`src/rtl/ls_issue_queue.sv`:
```
// In-order load/store issue queue: buffers dispatched memory ops, captures missing
// operands from the ROB writeback broadcast, and presents the oldest op to the LS unit.

package ls_iq_pkg;
    typedef struct packed {
        logic        is_store;
        logic [1:0]  size;
        logic        sign_ext;
        logic [11:0] imm;
    } dec_inst_t;
endpackage

module ls_iq_entry
    import ls_iq_pkg::*;
#(
    parameter int ROB_DEPTHLOG2 = 4
) (
    input  logic                     clock,
    input  logic                     reset,
    input  logic                     flush,
    input  logic                     wr_en,
    input  logic                     clr,
    input  dec_inst_t                wr_inst,
    input  logic [ROB_DEPTHLOG2-1:0] wr_rob_slot,
    input  logic [31:0]              wr_a,
    input  logic                     wr_a_rdy,
    input  logic [ROB_DEPTHLOG2-1:0] wr_a_tag,
    input  logic [31:0]              wr_b,
    input  logic                     wr_b_rdy,
    input  logic [ROB_DEPTHLOG2-1:0] wr_b_tag,
    input  logic                     wb_valid,
    input  logic [ROB_DEPTHLOG2-1:0] wb_idx,
    input  logic [31:0]              wb_data,
    output logic                     valid,
    output dec_inst_t                inst,
    output logic [ROB_DEPTHLOG2-1:0] rob_slot,
    output logic [31:0]              a,
    output logic                     a_rdy,
    output logic [31:0]              b,
    output logic                     b_rdy
);
    logic [ROB_DEPTHLOG2-1:0] a_tag, b_tag;
    logic                     a_wake, b_wake;

    assign a_wake = valid & ~a_rdy & wb_valid & (a_tag == wb_idx);
    assign b_wake = valid & ~b_rdy & wb_valid & (b_tag == wb_idx);

    always_ff @(posedge clock or posedge reset) begin
        if (reset) begin
            valid    <= 1'b0;
            inst     <= '0;
            rob_slot <= '0;
            a        <= '0;
            a_rdy    <= 1'b0;
            a_tag    <= '0;
            b        <= '0;
            b_rdy    <= 1'b0;
            b_tag    <= '0;
        end else if (flush) begin
            valid <= 1'b0;
        end else if (wr_en) begin
            valid    <= 1'b1;
            inst     <= wr_inst;
            rob_slot <= wr_rob_slot;
            a        <= wr_a;
            a_rdy    <= wr_a_rdy;
            a_tag    <= wr_a_tag;
            b        <= wr_b;
            b_rdy    <= wr_b_rdy;
            b_tag    <= wr_b_tag;
        end else begin
            if (clr) valid <= 1'b0;
            if (a_wake) begin
                a     <= wb_data;
                a_rdy <= 1'b1;
            end
            if (b_wake) begin
                b     <= wb_data;
                b_rdy <= 1'b1;
            end
        end
    end
endmodule

module ls_issue_queue
    import ls_iq_pkg::*;
#(
    parameter int DEPTH         = 4,
    parameter int ROB_DEPTHLOG2 = 4
) (
    input  logic                       clock,
    input  logic                       reset,
    input  logic                       enq_valid,
    input  dec_inst_t                  enq_inst,
    input  logic [ROB_DEPTHLOG2-1:0]   enq_rob_slot,
    input  logic [31:0]                enq_A,
    input  logic [31:0]                enq_B,
    input  logic                       enq_A_rdy,
    input  logic                       enq_B_rdy,
    input  logic [ROB_DEPTHLOG2-1:0]   enq_A_tag,
    input  logic [ROB_DEPTHLOG2-1:0]   enq_B_tag,
    output logic                       enq_ready,
    input  logic                       wb_valid,
    input  logic [ROB_DEPTHLOG2-1:0]   wb_idx,
    input  logic [31:0]                wb_data,
    input  logic                       flush,
    output dec_inst_t                  inst,
    output logic                       inst_valid,
    output logic [31:0]                A,
    output logic [31:0]                B,
    output logic [ROB_DEPTHLOG2-1:0]   rob_slot,
    input  logic                       ls_ready,
    output logic [$clog2(DEPTH):0]     count
);
    localparam int PTR_W = $clog2(DEPTH);
    localparam int CNT_W = PTR_W + 1;
    localparam logic [CNT_W-1:0] FULL = CNT_W'(DEPTH);

    logic [PTR_W-1:0]                    head, tail;
    logic [DEPTH-1:0]                    e_valid, e_a_rdy, e_b_rdy;
    dec_inst_t                           e_inst [DEPTH];
    logic [DEPTH-1:0][ROB_DEPTHLOG2-1:0] e_slot;
    logic [DEPTH-1:0][31:0]              e_a, e_b;
    logic                                do_enq, do_deq;
    logic                                cap_a, cap_b;
    logic [31:0]                         wr_a, wr_b;

    assign enq_ready  = (count != FULL);
    assign do_enq     = enq_valid & enq_ready;
    assign inst_valid = e_valid[head] & e_a_rdy[head] & e_b_rdy[head];
    assign do_deq     = inst_valid & ls_ready;

    assign inst     = e_inst[head];
    assign rob_slot = e_slot[head];
    assign A        = e_a[head];
    assign B        = e_b[head];

    // Operand being broadcast in the enqueue cycle is captured directly into the new entry.
    assign cap_a = wb_valid & ~enq_A_rdy & (enq_A_tag == wb_idx);
    assign cap_b = wb_valid & ~enq_B_rdy & (enq_B_tag == wb_idx);
    assign wr_a  = cap_a ? wb_data : enq_A;
    assign wr_b  = cap_b ? wb_data : enq_B;

    for (genvar i = 0; i < DEPTH; i++) begin : g_ent
        ls_iq_entry #(.ROB_DEPTHLOG2(ROB_DEPTHLOG2)) u_ent (
            .clock       (clock),
            .reset       (reset),
            .flush       (flush),
            .wr_en       (do_enq && (tail == PTR_W'(i))),
            .clr         (do_deq && (head == PTR_W'(i))),
            .wr_inst     (enq_inst),
            .wr_rob_slot (enq_rob_slot),
            .wr_a        (wr_a),
            .wr_a_rdy    (enq_A_rdy | cap_a),
            .wr_a_tag    (enq_A_tag),
            .wr_b        (wr_b),
            .wr_b_rdy    (enq_B_rdy | cap_b),
            .wr_b_tag    (enq_B_tag),
            .wb_valid    (wb_valid),
            .wb_idx      (wb_idx),
            .wb_data     (wb_data),
            .valid       (e_valid[i]),
            .inst        (e_inst[i]),
            .rob_slot    (e_slot[i]),
            .a           (e_a[i]),
            .a_rdy       (e_a_rdy[i]),
            .b           (e_b[i]),
            .b_rdy       (e_b_rdy[i])
        );
    end

    always_ff @(posedge clock or posedge reset) begin
        if (reset) begin
            head  <= '0;
            tail  <= '0;
            count <= '0;
        end else if (flush) begin
            head  <= '0;
            tail  <= '0;
            count <= '0;
        end else begin
            if (do_enq) tail <= tail + PTR_W'(1);
            if (do_deq) head <= head + PTR_W'(1);
            case ({do_enq, do_deq})
                2'b10:   count <= count + CNT_W'(1);
                2'b01:   count <= count - CNT_W'(1);
                default: count <= count;
            endcase
        end
    end
endmodule

```
`config.mk`:
```
export PLATFORM = sky130hd
export DESIGN_NAME = ls_issue_queue
export DESIGN_NICKNAME = d
export VERILOG_FILES = /design/src/rtl/ls_issue_queue.sv
export SDC_FILE = /design/constraint.sdc
export NUM_CORES = 1
export LEC_CHECK = 0
export CORE_MARGIN = 3
export CORE_UTILIZATION = 25
export DETAILED_ROUTE_END_ITERATION = 12
export PLACE_DENSITY_LB_ADDON = 0.15
export SLEW_MARGIN = 10
export SYNTH_ARGS = -nofsm -noshare
export SYNTH_HDL_FRONTEND = slang
export SYNTH_SLANG_ARGS = --single-unit
```
`constraint.sdc`:
```
create_clock -name clock -period 16.95 [get_ports clock]
set_clock_uncertainty 0.15 [all_clocks]
set_input_delay 3.39 -clock clock [delete_from_list [all_inputs] [get_ports clock]]
set_output_delay 3.39 -clock clock [all_outputs]
set_load 0.01 [all_outputs]
```
After elaboration in Yosys (flattened, before gate mapping) --
Index checks and enable logic that the tools add are counted.
Word-level totals: bits in registers 387, latch bits 0, memory bits (writable) 0, memory bits (read-only) 0, bits of input ports 136, output and inout port bits 89, word-level logic and storage cells 226, memories 0
Operators by class: add/subtract/negate cells 4, multipliers 0, divide/modulo/power cells 0, order comparisons 2, equal/unequal tests 19, shift-type cells 0, multiplexer cells 67, bitwise gates (word level) 46, reductions and logical operators 37
Operator list (number):
- $mux 32 | 20
- $bmux 32 s2 | 2
- $eq 4x4->1 | 10
- $and 1x1->1 | 32
- $bmux 16 s2 | 1
- $mux 16 | 2
- $mux 1 | 31
- $reduce_and 2->1 | 12
- $reduce_bool 2->1 | 10
- $reduce_bool 3->1 | 5
- $not 1->1 | 11
- $eq 2x2->1 const B | 5
- $bmux 4 s2 | 1
- $logic_and 1x1->1 | 8
- $mux 2 | 4
- $bmux 1 s2 | 3
- $eq 2x1->1 const B | 3
- $pmux 3 s2 | 1
- $add 2x1->2 const B | 2
- $logic_not 2->1 | 2
- $mux 4 | 1
- $add 3x1->3 const B | 1
- $ge 3x3->1 const B | 1
- $lt 2x3->1 const B | 1
- other kinds (5) | 6

Logic depth before layout (Yosys ltp) --
depth after elaboration 9, depth in mapped cells 9, depth with buffers taken out 8

Hierarchy --
A second synthesis with hierarchy kept.
Second synthesis, totals: cell total of the unflattened synthesis 2183, area total of the unflattened synthesis 21803.4 sq um
Modules (own cells, without submodules):
- ls_iq_entry | times used 4, cells an instance 477, area each 4551.9 sq um, seq. area each 2377.3 sq um
- ls_issue_queue | times used 1, cells an instance 275, area each 3595.9 sq um, seq. area each 175.2 sq um

Worst setup path after synthesis --
No wires, ideal clock.
path type register -> output, from register head[1], to output A[10], arrival 1.649 ns, data required time 13.410 ns, setup slack 11.761 ns, stages on the path, launching flop included 4, path buffers 2, cells stage by stage dfrtp_1 -> buf_2 -> buf_1 -> mux4_2
On the way: word-level cells in the longest chain between the ends 2
RTL lines:
- from (decl) | line 119 | logic [PTR_W-1:0] head, tail;
- from (signal assigned) | line 183 | if (do_deq) head <= head + PTR_W'(1);
- $bmux 32 s2 | line 135 | assign A = e_a[head];
- $mux 32 (not written as such) | line 135
- to (decl) | line 109 | output logic [31:0] A,
No other way between the ends. The select of a mux whose other input is x is not followed.

Worst setup path after layout --
from register head[1], to output A[30]
The elaborated chain is that of the path after synthesis.

==> flow_summary.json <==
{
  "status": "finished clean",
  "die_area_um2": 82800,
  "cts_num_sinks": 387,
  "crit_fanout": 40,
  "syn-cell-area_um2": 19900,
  "period_share": 0.448,
  "antenna_left": 0,
  "cts_buffer_depth": 3,
  "reg2reg_slack_ps": 13580,
  "ys_async_sr_fraction": 1.00,
  "io_buffers": 224,
  "synth_edf_count": 0,
  "finalNetCount": 2014,
  "synth_cell_types": 44,
  "core_area_um2": 78100,
  "grt_max_degree": 121,
  "dp_slack_ps": 9830,
  "syn_nets": 1868,
  "top_level_ports": 225,
  "dp_hpwl_um": 41000,
  "grt_pass1_vias": 14479,
  "htreeDepth": 2,
  "p_sw_mw": 1.06,
  "cap_violations": 0,
  "p_per_area_nw_per_um2": 142,
  "final-setup-viol-count": 0,
  "crit_type": "reg2out",
  "drt_first_pass_iters": 6,
  "post_cts_resized": 0,
  "num_vias": 13587,
  "maxSlewViolCount": 0,
  "syn_to_final_growth_pct": 22.7,
  "finalPower_mw": 3.45,
  "fp-row-count": 102,
  "p_comb_frac": 0.279,
  "worst_pin_slew_ps": 1020,
  "p_int_mw": 2.39,
  "die_w_um": 288,
  "first_iter_violations": 621,
  "vdd_drop_max_v": 0.0000713,
  "period_needed_ps": 7590,
  "ys_ff_latch": 387,
  "cts_made_buffers": 49,
  "clkPwrFrac": 0.298,
  "max_freq_ghz": 0.132,
  "die_h_um": 288,
  "synth-seq-area-share": 0.488,
  "grt.total_usage": 0.154,
  "hold_depth": 2,
  "worstHoldPathType": "reg2reg",
  "initial_utilization": 0.254,
  "seq_power_share": 0.423,
  "grt_setup_unrepaired": "no",
  "busiest_layer": "met2",
  "grtUsageMet1": 0.196,
  "grt_pass1_wl_um": 96300,
  "synth.avg_cell_area_um2": 11.5,
  "required_ps": 13410,
  "postCtsSetupBuffers": 0,
  "slew_headroom": 0.321,
  "grt.met2_usage": 0.263,
  "antenna_found_initial": 8,
  "wl_um": 64200,
  "hold_start": "g_ent[0].u_ent.rob_slot[1]",
  "via_per_inst": 4.61,
  "drc": 0,
  "cp-start-kind": "flip-flop",
  "p_leak_nw": 10.6,
  "r2r-start": "count[1]",
  "worstPathArrival_ps": 4050,
  "ys.flop_type": "dfrtp_1",
  "overflow": 0,
  "cts_tree": "done",
  "p_sw_frac": 0.306,
  "timing.rr.end": "g_ent[1].u_ent.b[13]",
  "place_congestion": 0.720,
  "reg2reg_depth": 6,
  "clkTransAtPathRegs_ps": 60,
  "postCtsHoldBufs": 0,
  "drive_above_1_share": 0.162,
  "synth_cells": 1723,
  "setup_slack_ps": 9360,
  "worstSkewPairLatency_ps": 600,
  "met3_usage": 0.0401,
  "wl_per_cell_um": 21.8,
  "worstSetupEndpointType": "primary output",
  "ys_warn_count": 0,
  "holdPathEnd": "g_ent[0].u_ent.rob_slot[1]",
  "finalHoldViolCount": 0,
  "setup_tns_ps": 0,
  "root_buffer": "clkbuf_16"
}
worst max path at each step:
| stage | start | endpoint | slack [ps] | cells past startpoint |
|---|---|---|---|---|
| after CTS | head[1] | A[30] | 9150 | 4 |
| after global placement | head[1] | A[30] | 9810 | 4 |
| after detailed placement | head[1] | A[30] | 9830 | 4 |
| after floorplan | reset | count[0] | 2650 | 1 |
| after global routing | head[1] | B[30] | 9020 | 4 |
| final | head[1] | A[30] | 9360 | 4 |
layout make-up:
type,count,area (um2)
clock inverter,15,154
timing repair buffer,253,2460
fill,7957,53700
clock buffer,73,1410
tap,1040,1300
antenna,2,5.00
inverter,15,63.8
sequential,387,9690
multi-input combinational,1163,9280
Yosys cell counts (all sizes together), types with 2 or more instances:
cell    number  area [um2]
nor2b        2        12.5
nand3        9        85.1
o31a         6        52.6
o21ai      192         961
o31ai        3        22.5
dfrtp      387        9680
a311o        4        40.0
clkbuf      41         154
o32a         8        80.1
a21oi       69         387
buf        117         772
inv         15        56.3
mux2        86         968
and2         2        12.5
mux2i      259        2590
mux4        84        1890
ha           8         100
xor2         4        35.0
o21bai       4        33.8
nand2      285        1070
and3         2        12.5
nand4       10        62.6
nor2        72         270
nand3b       5        37.5
nand2b       2        12.5
xnor2       39         342
through the flow:
step | instances | hold slack (ps) | area [um2] | util
after floorplan | 1723 | 291 | 19900 | -
after global placement | 2858 | 305 | 22800 | 0.292
after detailed placement | 2858 | 312 | 22800 | 0.292
after CTS | 2946 | 326 | 24400 | 0.312
after global routing | 2946 | 349 | 24400 | 0.312
final | 2948 | 323 | 24400 | 0.312
state kept, by name (all words and copies together), names as in the netlist:
signal / cells
head: 2
g_ent.u_ent.a_tag: 16
g_ent.u_ent.b_tag: 16
g_ent.u_ent.rob_slot: 16
g_ent.u_ent.a: 128
g_ent.u_ent.b: 128
g_ent.u_ent.valid: 4
g_ent.u_ent.b_rdy: 4
g_ent.u_ent.a_rdy: 4
g_ent.u_ent.inst: 64
tail: 2
count: 3
placed cells by master (no fill, tap or decap), types with 3 or more instances in the layout:
master | netlist | final
clkbuf_1 | 41 | 15
xnor2_1 | 39 | 39
mux2_2 | 86 | 86
inv_1 | 15 | 14
xor2_1 | 4 | 4
nor2_1 | 72 | 72
clkinv_2 | 0 | 8
o21bai_4 | 0 | 4
clkbuf_16 | 0 | 49
o21ai_1 | 184 | 184
o31a_2 | 0 | 6
mux2i_1 | 259 | 259
a21oi_4 | 1 | 4
inv_6 | 0 | 3
nand3b_1 | 5 | 5
nand3_2 | 8 | 8
o32a_1 | 8 | 8
dfrtp_1 | 387 | 385
clkdlybuf4s50_1 | 0 | 224
clkbuf_8 | 0 | 9
nand4_1 | 10 | 10
ha_1 | 8 | 8
mux4_2 | 84 | 84
a311o_1 | 4 | 4
o21ai_0 | 8 | 8
nand2_1 | 285 | 285
a21oi_1 | 60 | 60
a21oi_2 | 8 | 5
buf_4 | 22 | 29
critical path, stage by stage (launching register included):
cell             delay [ps]
dfrtp_4                 730
buf_4                   840
buf_4                   660
mux4_2                  640
clkdlybuf4s50_1         510
kinds of logic (layout without fill, tap and decap cells):
family | Yosys count | count (layout) | synth area share
AO/OA/AOI/OAI | 289 | 289 | 0.0809
XOR/XNOR | 43 | 43 | 0.0190
adder cells (fa/ha/maj) | 9 | 9 | 0.00605
buffers and inverters | 173 | 356 | 0.0495
flip-flops | 387 | 387 | 0.488
multiplexers | 429 | 429 | 0.275
other | 0 | 2 | 0
AND/OR/NAND/NOR | 393 | 393 | 0.0821
metal layers:
layer,up-vias,part of all wire
li1,6349,-
met1,6882,0.43
met2,254,0.49
met3,88,0.058
met4,14,0.019
met5,-,0.0016
power by group through the flow:
stage                     registers (mW)  logic [mW]  clock network, mW
after floorplan                     1.40       0.633                  0
after global placement              1.47       0.963                  0
after detailed placement            1.48       0.982                  0
after CTS                           1.46       0.984               1.07
after global routing                1.50        1.06               1.11
final                               1.46       0.961               1.03
No activity file was read; power rests on OpenSTA's default activity.
